## src/rtl/adau_spi_master.sv

```systemverilog
// SPI mode-3 master shifting 32-bit ADAU1761 command words out MSB-first.
// Optional readback capture of the last received byte: ADAU_SPI_READBACK_EN.
module adau_spi_master #(
    parameter int CLK_DIV = 4
) (
    input  logic        clk,
    input  logic        reset_n,
    input  logic [31:0] command,
    input  logic        command_valid,
    output logic        spi_ready,
    output logic        spi_cs_n,
    output logic        spi_sclk,
    output logic        spi_mosi,
    input  logic        spi_miso
`ifdef ADAU_SPI_READBACK_EN
    ,
    output logic [7:0]  rdata,
    output logic        rdata_valid
`endif
);

    localparam int CNT_W = $clog2(CLK_DIV + 1);
    localparam logic [CNT_W-1:0] CNT_LAST = CNT_W'(CLK_DIV - 1);

    typedef enum logic [2:0] {IDLE, SETUP, SHIFT, HOLD, GAP} state_t;

    state_t           state;
    logic [CNT_W-1:0] cnt;
    logic [4:0]       bit_cnt;
    logic [30:0]      tx_sr;   // bit 31 goes straight to spi_mosi at accept

    wire cnt_done = (cnt == CNT_LAST);

`ifdef ADAU_SPI_READBACK_EN
    logic [31:0] rx_sr;
    wire         unused_rx = rx_sr[31];
`else
    wire         unused_miso = spi_miso;
`endif

    always_ff @(posedge clk) begin
        if (!reset_n) begin
            state     <= GAP;
            cnt       <= '0;
            bit_cnt   <= '0;
            tx_sr     <= '0;
            spi_ready <= 1'b0;
            spi_cs_n  <= 1'b1;
            spi_sclk  <= 1'b1;
            spi_mosi  <= 1'b0;
`ifdef ADAU_SPI_READBACK_EN
            rx_sr       <= '0;
            rdata       <= '0;
            rdata_valid <= 1'b0;
`endif
        end else begin
            cnt <= cnt_done ? '0 : cnt + 1'b1;
`ifdef ADAU_SPI_READBACK_EN
            rdata_valid <= 1'b0;
`endif
            case (state)
                IDLE: begin
                    cnt <= '0;
                    if (command_valid) begin
                        tx_sr     <= command[30:0];
                        spi_mosi  <= command[31];
                        spi_cs_n  <= 1'b0;
                        spi_ready <= 1'b0;
                        state     <= SETUP;
                    end
                end
                SETUP: begin
                    if (cnt_done) begin
                        spi_sclk <= 1'b0;
                        state    <= SHIFT;
                    end
                end
                SHIFT: begin
                    if (cnt_done) begin
                        if (!spi_sclk) begin
                            spi_sclk <= 1'b1;
`ifdef ADAU_SPI_READBACK_EN
                            rx_sr    <= {rx_sr[30:0], spi_miso};
`endif
                        end else if (bit_cnt == 5'd31) begin
                            bit_cnt <= '0;
                            state   <= HOLD;
                        end else begin
                            spi_sclk <= 1'b0;
                            bit_cnt  <= bit_cnt + 5'd1;
                            spi_mosi <= tx_sr[30];
                            tx_sr    <= {tx_sr[29:0], 1'b0};
                        end
                    end
                end
                HOLD: begin
                    if (cnt_done) begin
                        spi_cs_n <= 1'b1;
`ifdef ADAU_SPI_READBACK_EN
                        rdata       <= rx_sr[7:0];
                        rdata_valid <= 1'b1;
`endif
                        // The deselect edge itself is the first gap cycle.
                        if (CLK_DIV == 1) begin
                            state     <= IDLE;
                            spi_ready <= 1'b1;
                        end else begin
                            state <= GAP;
                            cnt   <= CNT_W'(1);
                        end
                    end
                end
                GAP: begin
                    if (cnt_done) begin
                        state     <= IDLE;
                        spi_ready <= 1'b1;
                    end
                end
                default: state <= GAP;
            endcase
        end
    end

endmodule

```

## config.mk

```make
export PLATFORM = sky130hd
export DESIGN_NAME = adau_spi_master
export DESIGN_NICKNAME = d
export VERILOG_FILES = /design/src/rtl/adau_spi_master.sv
export SDC_FILE = /design/constraint.sdc
export NUM_CORES = 1
export LEC_CHECK = 0
export ABC_AREA = 1
export BUFFER_PORTS_ARGS = -buffer_cell sky130_fd_sc_hd__buf_2
export CAP_MARGIN = 30
export CORE_MARGIN = 10
export CORE_UTILIZATION = 57
export DETAILED_ROUTE_END_ITERATION = 10
export GPL_TIMING_DRIVEN = 0
export MAX_ROUTING_LAYER = met4
export PLACE_DENSITY = 0.8
export SYNTH_ARGS = -nofsm -noshare
export SYNTH_HDL_FRONTEND = slang
export SYNTH_SLANG_ARGS = --single-unit
```

## constraint.sdc

```tcl
create_clock -name clk -period 2.1 [get_ports clk]
set_clock_uncertainty 0.2 [all_clocks]
set_input_delay 0.42 -clock clk [delete_from_list [all_inputs] [get_ports clk]]
set_output_delay 0.42 -clock clk [all_outputs]
set_load 0.1 [all_outputs]
```

======== Word-level counts from Yosys, hierarchy flattened ========
Index checks and enable logic that the tools add are counted.
storage, ports and cells
  register bits after elaboration ......... 46
  output and inout bits ................... 4
  word-level logic and storage cells ...... 66
operators by class
  $add $sub $neg .......................... 2
  equality and inequality tests ........... 14
  mux-type cells .......................... 31
  reductions and logical operators ........ 11
operator list
  operator             number
  $mux 31              4
  $pmux 31 s2          1
  $mux 3               9
  $ne 2x2->1 const B   8
  $pmux 3 s5           1
  $reduce_and 3->1     4
  $mux 1               10
  $eq 3x2->1 const B   3
  $pmux 1 s2           4
  $reduce_bool 2->1    4
  $reduce_and 7->1     1
  $pmux 3 s2           1
  $add 5x1->5 const B  1
  $eq 5x5->1 const B   1
  $mux 5               1
  $reduce_and 5->1     1
  $add 3x1->3 const B  1
  $eq 3x1->1 const B   1
  $eq 3x3->1 const B   1
  $logic_not 3->1      1

======== Longest topological paths before layout ========
  depth in word-level cells ............... 5
  gate-level depth with buffers ........... 11
  gate-level depth less buffers ........... 11

======== Worst setup path before layout ========
OpenSTA, ideal clock, no wires.
  path type ............................... reg2reg
  start ................................... reg spi_sclk
  end ..................................... reg spi_mosi
  library setup time ...................... 0.119 ns
  arrival ................................. 1.841 ns
  required time ........................... 1.781 ns
  slack ................................... -0.060 ns
  stages on the path, launching flop included .. 9
  path buffers ............................ 1
  period minus slack after synthesis ...... 2.160 ns
  cell sequence ........................... dfxtp_1 -> inv_1 -> nor2_1 -> nand2_1 -> nand2_4 -> buf_2 -> nand3_1 -> nand2_1 -> nor2_1
on the way
  word-level cells in the longest chain between the ends .. 2
ends and longest elaborated chain
  item                        RTL line  text
  start, declared             12        output logic spi_sclk,
  start signal, assigned      49        spi_sclk <= 1'b1;
  start signal, assigned      74        spi_sclk <= 1'b0;
  start signal, assigned      81        spi_sclk <= 1'b1;
  $ne 2x2->1 (no line)        --
  $reduce_and 5->1 (no line)  --
  end signal, assigned        66        spi_mosi <= command[31];
  end signal, assigned        91        spi_mosi <= tx_sr[30];
  end, declared               13        output logic spi_mosi,
Every way passes these cells.
A chain may end at the register's enable or synchronous reset.

======== Worst setup path after layout ========
  start ................................... reg bit_cnt[0]
  end ..................................... reg tx_sr[29]
on the way
  word-level cells in the longest chain between the ends .. 3
ends and longest elaborated chain
  item                        RTL line  text
  start, declared             29        logic [4:0] bit_cnt;
  start signal, assigned      90        bit_cnt <= bit_cnt + 5'd1;
  $eq 5x5->1                  85        end else if (bit_cnt == 5'd31) begin
  $ne 2x2->1 (no line)        --
  $reduce_and 5->1 (no line)  --
  end signal, assigned        65        tx_sr <= command[30:0];
  end signal, assigned        92        tx_sr <= {tx_sr[29:0], 1'b0};
  end, declared               30        logic [30:0] tx_sr;
Every way passes these cells.

==> results.md <==
- Clock latency on the worst-skew pair, taken at its later pin, is 0.30 ns.
- For this design, the sink count on the clock tree is between 40 and 50.
- Global routing used between 10% and 20% of the available tracks.
- In this run the deepest clock path goes through 2 buffers.
- The most critical setup path has its startpoint at bit_cnt[0]$_SDFFE_PN0P_.
- In the final layout, the share of cells above drive strength 1 is 20.0%.
- In this run the biggest area consumer among cell types represents about a third of the synthesized area.
- The setup violation total in the final timing report is 0.
- After routing, the total negative slack on setup checks comes to 0 ns.
- At the worst endpoint, the required time is approximately 2.1 ns.
- Setup repair after global routing left no endpoint under its margin.
- The worst supply voltage drop on vdd is roughly 0.00060 V.
- The remaining global-route overflow is 0.
- The Yosys step of the flow raised 0 warnings.
- The wire length of the first global-routing pass is 11,000 um.
- Measured along the x axis, the die boundary spans 89.3 um.
- After synthesis the cells add up to ~2700 um2.
- STA puts the critical path data arrival time at slightly below 2 ns.
- Across the whole layout, storage elements account for 925 um2.
- The count of cell types in the netlist is 28.
- The library cells used most frequently in the layout, excluding fill and tap cells, are 119 x sky130_fd_sc_hd__nand2_1, 50 x sky130_fd_sc_hd__buf_2, 47 x sky130_fd_sc_hd__inv_1.
- Traced cell by cell, the critical path runs through ha_2 -> inv_1 -> nor3_2 -> ha_2 -> inv_1 -> nand2_1 -> nand2_4 -> buf_2 -> a21oi_1 -> nor2_1.
- Buffers placed on the I/O ports in this run total 37.
- Dividing the final minimum period by the clock period gives slightly above 90%.
- Once the floorplan was initialized, standard cells occupied 58.3% of the core.
- The routed layout has about 2,700 vias.
- The final standard cell count with taps included and fillers excluded is 523.
- The clock-pin slew of the registers on the worst-case setup and hold paths is 0.08 ns.
- The via count normalized by instance count is around 5.2.
- Measured along the y axis, the die boundary spans a little under 90 um.
- The largest individual stage delay along the critical path comes from the cell sky130_fd_sc_hd__dfxtp_2.
- The number of cells on the worst reg-to-reg path is 10.
- The critical path capture point type is a register.
- The initial antenna violation count is 0.
- The growth of design area from synthesis to finish is 14.0%.
- The maximum clock frequency is 511 MHz.
- The floorplan step defined a die boundary enclosing 7970 um2.
- The number of buffers created by CTS is 5.
- The total count of max-transition violations in the final report is 0.
- The library cell used most frequently in the layout, excluding fill and tap cells, is sky130_fd_sc_hd__nand2_1.
- The max-cap check violation count is 0.
- The total of fill cells in the finished design is roughly 440.
- The post-DP HPWL is 4450 um.
- The detailed-router iteration count before antenna repair is 4.
- The post-detailed-route count of antenna-violating nets is 0.
- 40 I/O pins were placed.
- The number of hold violations in the final report is 0.
- Once routing completed, OpenROAD measured the worst setup slack at 0.141 ns.
- The core region is 4690 um2.
- CTS placed an instance of sky130_fd_sc_hd__clkbuf_8 at the clock tree root.
- The type of the worst setup path is register to register.
- The met2 layer wire length in the routed design is roughly 3000 um.
- The power density relative to cell area is roughly 1100 nW/um2.
- Yosys attributes the largest share of cell area to sky130_fd_sc_hd__dfxtp_1 34%, sky130_fd_sc_hd__nand2_1 16%, sky130_fd_sc_hd__nand4_1 7.3%.
- After detailed routing, the total wire length is 6510 um.
- The multi-input combinational cells in the finished layout cover a total of between 1000 and 1500 um2.
- After detailed routing, the wire length on met1 is slightly above 3000 um.
- TritonCTS built the clock tree.
- OpenSTA, run right after detailed placement, puts the worst setup slack at 0.101 ns.
- In this run the mean area of a mapped cell was around 6.4 um2.
- The endpoint identified for the worst register-to-register timing path is tx_sr[29]$_SDFFE_PN0P_.
- Signal routing reaches up to met4.
- Row generation in the floorplan step produced 25 rows.
- After the first detailed-routing iteration, the DRC count stood at ~110.
- The headroom to the max-slew limit is between 60% and 70%.
- The most critical setup path has its endpoint at tx_sr[29]$_SDFFE_PN0P_.
- The detailed route wirelength on metal3 is between 400 and 500 um.
- The post-CTS setup repair buffer count is 0.
- The number of antenna diodes in the final layout is 0.
- At the end of routability-driven placement, the weighted congestion stood at around 0.9.
- For this run, the slowest stage of the critical path takes between 0.3 and 0.4 ns.
- The count of state elements after synthesis is 46.
- The deepest level of the CTS H-tree is 2.
- The leakage power figure is ~1.6 nW.
- Along the worst path, the maximum fanout reaches 10.
- Entering global routing, the biggest net connects 14 pins.
- The largest area contributor in the netlist is sky130_fd_sc_hd__dfxtp_1.
- The clock period could shrink to around 2.0 ns.
- The total placed cells including tap cells is 516.
- The total DRC errors in the routed layout is 0.
- The net count after synthesis is 464.
- The flow ran to the end, and the final reports show no timing, DRC or antenna violations.
- The via count of the first global-routing pass is 2,505.
- Summing the sequential cell areas from Yosys gives 33.7% of the chip area.
- Synthesis handed over a netlist of roughly 430 instances.
- After detailed routing, the average wire length per cell comes to around 12 um.
- The class of the tightest hold or removal check is input port to register.
- STA classifies the critical path startpoint as a register.
- The worst setup slack for register-to-register paths is between 0.1 and 0.15 ns.
- The critical register-to-register path startpoint is bit_cnt[0]$_SDFFE_PN0P_.
- After the last flow step, the layout net total stands at approximately 500.
- The actual transition at the worst max-transition pin is about 0.51 ns.
-- stage by stage --
| step | hold slack (ns) | power (mW) | utilization [%] | instance area (um2) |
|---|---|---|---|---|
| 5_1_grt | 0.271 | 3.70 | 66.4 | 3120 |
| 3_5_place_dp | 0.234 | 2.77 | 63.7 | 2990 |
| 2_1_floorplan | 0.220 | 2.48 | - | 2740 |
| 3_3_place_gp | 0.232 | 2.73 | 63.7 | 2990 |
| 6_report | 0.238 | 3.45 | 66.4 | 3120 |
| 4_1_cts | 0.241 | 3.45 | 66.1 | 3100 |
-- sequential cells by signal, indices dropped and copies added, names as in the netlist --
register and flops:
bit_cnt 5, spi_sclk 1, spi_ready 1, spi_mosi 1, state 3, spi_cs_n 1
tx_sr 31, cnt 3
-- per-layer routing --
metal  track usage (%)  vias to the layer above
met5                 -                        -
met1              21.8                     1215
li1                  -                     1455
met3              4.10                        4
met4              4.48                        0
met2              26.8                       68
-- worst max-delay path: cells and delay by family, from the launching register on --
kind	cells	cell delay, ns
buffers and inverters	3	0.31
DFF	1	0.36
AOI/OAI and AO/OA	1	0.20
and+or+nand+nor	4	0.37
adders and majority gates	2	0.41
-- report_power, final --
part           total, mW  internal [mW]  switching, mW
Sequential          1.31           1.16          0.151
Combinational       1.46          0.534          0.927
Clock              0.679          0.381          0.298
Total               3.45           2.08           1.37
-- timing repair --
action	CTS	global route
endpoints found under the hold margin	0	0
hold buffers	0	0
gates resized for setup	0	6
endpoints found under the setup margin	0	33
-- worst min path at each step --
stage	start	cells past startpoint	endpoint
5_1_grt	cnt[2]$_SDFF_PN0_	2	cnt[2]$_SDFF_PN0_
3_3_place_gp	cnt[2]$_SDFF_PN0_	2	cnt[2]$_SDFF_PN0_
3_5_place_dp	cnt[2]$_SDFF_PN0_	2	cnt[2]$_SDFF_PN0_
4_1_cts	command[0]	5	tx_sr[0]$_SDFFE_PN0P_
2_1_floorplan	cnt[0]$_SDFF_PN0_	1	cnt[0]$_SDFF_PN0_
6_report	command[0]	5	tx_sr[0]$_SDFFE_PN0P_
-- final cells by class --
class / instances / share of cell area, %
Buffer: 30 / 6.06
Clock buffer: 6 / 2.65
Clock inverter: 1 / 0.964
Inverter: 52 / 6.43
Multi-Input combinational cell: 297 / 46.1
Sequential cell: 46 / 29.7
Tap cell: 54 / 2.17
Timing Repair Buffer: 37 / 5.94
-- synthesized netlist by cell type (all sizes together) --
master    n
xor2      1
nor4      1
nand3    38
nand2   125
nand4    32
buf      26
o211ai    2
ha        3
nor2     47
nor3      4
inv      52
dfxtp    46
a211oi    1
o21ai     6
clkbuf    4
a21oi    37
-- cell families (layout without fill, tap and decap cells) --
family / Yosys count / after routing / share of synthesized area [%]
and+or+nand+nor: 247 / 247 / 41.8
buffers and inverters: 82 / 126 / 14.1
AOI/OAI and AO/OA: 46 / 46 / 8.70
DFF: 46 / 46 / 33.7
adders and majority gates: 3 / 3 / 1.37
xor gates and xnor gates: 1 / 1 / 0.320
Power figures use the tool's default switching activity.
